<file path="src/rtl/writeback_stage.sv">
// writeback_stage: final pipeline stage selecting ALU, PC+4 or formatted load data for the register file
module writeback_stage #(
  parameter int DWIDTH = 32
) (
  input  logic              clk,
  input  logic              rst,
  input  logic              valid_i,
  output logic              ready_o,
  input  logic [DWIDTH-1:0] pc_i,
  input  logic [DWIDTH-1:0] alu_res_i,
  input  logic [4:0]        rd_i,
  input  logic              regwren_i,
  input  logic [1:0]        wbsel_i,
  input  logic [2:0]        funct3_i,
  output logic              mem_req_o,
  output logic [DWIDTH-1:0] mem_addr_o,
  input  logic [DWIDTH-1:0] mem_rdata_i,
  input  logic              mem_rvalid_i,
  output logic [4:0]        rd_o,
  output logic [DWIDTH-1:0] datawb_o,
  output logic              regwren_o,
  output logic              err_o
);
  typedef enum logic [1:0] {IDLE, LOAD_REQ, WAIT_MEM} state_t;
  state_t state;
  logic [4:0] ld_rd;
  logic ld_wr;
  logic [2:0] ld_f3;
  logic [1:0] ld_off;
  logic acc, ld_bad;
  logic [7:0] lb;
  logic [15:0] lh;
  logic [DWIDTH-1:0] ld_data;
  assign ready_o = state == IDLE;
  assign acc = valid_i && ready_o;
  always_comb begin
    ld_bad = funct3_i == 3'b011 || funct3_i[2:1] == 2'b11 ||
             (funct3_i[1:0] == 2'b01 && alu_res_i[0]) ||
             (funct3_i == 3'b010 && alu_res_i[1:0] != 2'b00);
    lb = mem_rdata_i[{ld_off, 3'b000} +: 8];
    lh = ld_off[1] ? mem_rdata_i[31:16] : mem_rdata_i[15:0];
    // only LW has funct3[1] set among legal loads; funct3[2] selects zero extension
    ld_data = ld_f3[1] ? mem_rdata_i :
              ld_f3[0] ? {{16{~ld_f3[2] & lh[15]}}, lh} : {{24{~ld_f3[2] & lb[7]}}, lb};
  end
  always_ff @(posedge clk) begin
    if (!rst) begin
      state      <= IDLE;
      mem_req_o  <= 1'b0;
      mem_addr_o <= '0;
      rd_o       <= '0;
      datawb_o   <= '0;
      regwren_o  <= 1'b0;
      err_o      <= 1'b0;
      ld_rd      <= '0;
      ld_wr      <= 1'b0;
      ld_f3      <= '0;
      ld_off     <= '0;
    end else begin
      regwren_o <= 1'b0;
      err_o     <= 1'b0;
      mem_req_o <= 1'b0;
      case (state)
        IDLE: if (acc) begin
          if (wbsel_i == 2'b01) begin
            if (ld_bad) err_o <= 1'b1;
            else begin
              state      <= LOAD_REQ;
              mem_req_o  <= 1'b1;
              mem_addr_o <= {alu_res_i[DWIDTH-1:2], 2'b00};
              ld_rd      <= rd_i;
              ld_wr      <= regwren_i;
              ld_f3      <= funct3_i;
              ld_off     <= alu_res_i[1:0];
            end
          end else if (wbsel_i != 2'b11 && regwren_i && rd_i != 5'd0) begin
            regwren_o <= 1'b1;
            rd_o      <= rd_i;
            datawb_o  <= wbsel_i[1] ? pc_i + DWIDTH'(4) : alu_res_i;
          end
        end
        LOAD_REQ: state <= WAIT_MEM;
        WAIT_MEM: if (mem_rvalid_i) begin
          state <= IDLE;
          if (ld_wr && ld_rd != 5'd0) begin
            regwren_o <= 1'b1;
            rd_o      <= ld_rd;
            datawb_o  <= ld_data;
          end
        end
        default: state <= IDLE;
      endcase
    end
  end
endmodule

</file>
<file path="config.mk">
export PLATFORM = sky130hd
export DESIGN_NAME = writeback_stage
export DESIGN_NICKNAME = d
export VERILOG_FILES = /design/src/rtl/writeback_stage.sv
export SDC_FILE = /design/constraint.sdc
export NUM_CORES = 1
export LEC_CHECK = 0
export BUFFER_PORTS_ARGS = -buffer_cell sky130_fd_sc_hd__buf_2
export CORE_AREA = 2 2 98 100
export DETAILED_ROUTE_END_ITERATION = 10
export DIE_AREA = 0 0 100 102
export PLACE_DENSITY = 0.9
export RECOVER_POWER = 25
export REMOVE_ABC_BUFFERS = 1
export SYNTH_ARGS = -nofsm -noshare
export SYNTH_HDL_FRONTEND = slang
export SYNTH_SLANG_ARGS = --single-unit
</file>
<file path="constraint.sdc">
create_clock -name clk -period 4.31 [get_ports clk]
set_input_delay 0.862 -clock clk [delete_from_list [all_inputs] [get_ports clk]]
set_output_delay 0.862 -clock clk [all_outputs]
set_load 0.02 [all_outputs]
</file>
==> results.ini <==
[worst_setup_path]
endpoint_kind=flip-flop
crit_top_cell=nand2_1
worstRegToRegCells=8
crit_chain=buf_2 -> nor3b_1 -> and2_0 -> nand2_1 -> nor2_2 -> buf_4 -> nand2_1 -> a21oi_1
r2r-end=datawb_o[11]
slowest_delay_ps=720
crit_required_ps=4600
r2r_start=state[1]
regToRegSetupSlack_ps=1570
arrival_ps=3050
cp-start-kind=primary input
cpMaxStageDelayCell=nor2_2
cp_max_fo=22
startpoint=valid_i
worst-setup-path-type=primary input to flip-flop

[power]
ir_worst_vdd_mv=0.165
leakagePower_nw=2.31
powerDensity_mw_per_mm2=290

[floorplan]
initial_utilization=0.523
core_mm2=0.00911
die-height_um=102
dieArea_mm2=0.0102
boundaryPins=184
rows=35
fp.dieW_um=100

[hold_path]
min_from=mem_addr_o[29]
hold_depth=2
hold_path.class=flip-flop to flip-flop
whs_endpoint=mem_addr_o[29]

[global_route]
grt_pass1_wl_um=25200
grt_pass1_vias=4949
grt_max_degree=57
grt_util_all_layers=0.312
antenna_found_initial=2
grt_overflow=0

[clock_network]
post_cts_buffers=0
clock_sinks=83
htreeDepth=3
numCtsBuffers=9
clk_path_buf_depth=2
cts_tree=built
path_clk_slew_ps=90
root_buffer=clkbuf_8
insertion_delay_ps=350
postCtsHoldBufs=0
cts_resized=0

[finish]
drive_above_1_share=0.237
seq_area_mm2=0.00166
final_nets=900
multi_input_area_mm2=0.00283
n_fill_cell=865
postLayoutCellArea_mm2=0.00577
syn_to_final_growth_pct=21.1
instances_no_fill=905

[sta]
hold_violations=0
rsz0062_at_grt=no
whs_ps=457
period_minus_slack_ps=2770
setup_violations=0
worst_pin_slew_ps=1140
fin_crit_sh=0.642
slew_viol_final=0
fmax_mhz=361
fin_skew_ps=10.2
worst_slew_margin_rel=0.239
tns_ps=0

[synth]
yosysWarnings=0
syn_area_mm2=0.00476
synth.avg_cell_area_um2=7.48
synth_flop_cell=dfxtp_1
synth_cell_type_count=65
syn_inst=637
synth_edf_count=0
synth_mux_area_frac=0.0242
synthXorXnorAreaFrac=0.0368
synth_top_family_by_area=compound AO/OA/AOI/OAI gates
synthAdderAreaFrac=0.00263
synth_simple_gate_area_frac=0.257
synth_seq_cells=83
async_flop_share=0
synth_compound_area_frac=0.271
ys_seq_area_frac=0.349

[placed_design]
gp_congestion=0.950
port_buffers=181
numPlacedInstances=888
hpwl_um=11900
place_area_mm2=0.00563

[status]
run_status=finished clean

[drt]
ant_nets=0
via_count=5352
drc=0
avgViaCountPerCell=5.91
wire_per_inst_um=17.9
drtIter0Drc=433
routed_wl_um=16200
dr.pass1.iters=5

[job]
drv_cap=0

## cells in the mapped netlist (5+ instances only)
| cell type | instances | area share |
|---|---|---|
| nand4_1 | 10 | 0.013 |
| nand2_1 | 123 | 0.097 |
| xnor2_1 | 10 | 0.018 |
| nor3_1 | 12 | 0.013 |
| a21oi_1 | 92 | 0.097 |
| and4_1 | 6 | 0.011 |
| buf_2 | 14 | 0.015 |
| inv_1 | 10 | 0.0079 |
| mux2i_1 | 7 | 0.015 |
| nor2_1 | 37 | 0.029 |
| clkbuf_1 | 29 | 0.023 |
| dfxtp_1 | 83 | 0.35 |
| a211oi_1 | 10 | 0.016 |
| a31oi_1 | 5 | 0.0066 |
| o21ai_0 | 45 | 0.047 |
| a22oi_1 | 5 | 0.0079 |
| nand3_1 | 25 | 0.026 |
| nand2b_1 | 6 | 0.0079 |
| o221ai_1 | 6 | 0.011 |
| and3_1 | 5 | 0.0066 |
| xor2_1 | 10 | 0.018 |
## kinds of logic after synthesis
group / after synthesis
other: 1
AOI/OAI and AO/OA: 208
xor gates and xnor gates: 20
adders and majority gates: 1
and+or+nand+nor: 253
buffers and inverters: 60
muxes: 11
DFF: 83
## cell type report
cell class	count	area share
Antenna cell	1	0.000434
Clock buffer	9	0.0215
Clock inverter	7	0.00998
Inverter	10	0.00651
Multi-Input combinational cell	495	0.490
Sequential cell	83	0.288
Tap cell	111	0.0241
Timing Repair Buffer	189	0.159
## power breakdown
part | switching (W) | internal, W
Sequential | 0.0000175 | 0.000795
Combinational | 0.000209 | 0.000119
Clock | 0.000313 | 0.000219
Total | 0.000539 | 0.00113
## registers in the layout, indices dropped and copies added (netlist names)
register,cells
datawb_o,32
mem_addr_o,30
ld_rd,5
rd_o,5
ld_f3,3
ld_off,2
state,2
err_o,1
ld_wr,1
mem_req_o,1
regwren_o,1
## critical path: cells and delay by family
| family | cells | cell delay, ps |
|---|---|---|
| buffers and inverters | 2 | 470 |
| AOI/OAI and AO/OA | 1 | 120 |
| and+or+nand+nor | 5 | 1570 |
## stage by stage
stage	power, W	util	setup slack [ps]
global route	0.00174	0.633	1370
global placement	0.00115	0.618	1360
floorplan	0.000994	-	1240
finish	0.00167	0.633	1540
CTS	0.00168	0.638	1640
detailed placement	0.00115	0.618	1270
## cell usage in the layout (no fill, tap or decap), types with 7 or more instances in the layout
cell / instances
a211oi_1: 10
a21oi_1: 92
buf_2: 144
buf_4: 8
clkbuf_1: 37
clkbuf_8: 9
dfxtp_1: 83
inv_1: 9
mux2i_1: 7
nand2_1: 123
nand3_1: 25
nand4_1: 10
nor2_1: 36
nor3_1: 12
o21ai_0: 45
xnor2_1: 10
xor2_1: 10
## metal layers
layer,part of all wire,GRT usage,vias up
met3,0.10,0.0602,30
met4,0.024,0.113,2
met2,0.46,0.497,309
met1,0.42,0.424,2421
met5,0.00099,0,-
li1,-,-,2590
## how the worst max path moves through the flow
stage	end	slack (ps)
CTS	ld_wr	1640
detailed placement	mem_addr_o[2]	1270
global placement	mem_addr_o[10]	1360
finish	mem_addr_o[2]	1540
global route	mem_addr_o[6]	1370
floorplan	ld_f3[0]	1240
Note: power is estimated with default switching activity, not from simulation.
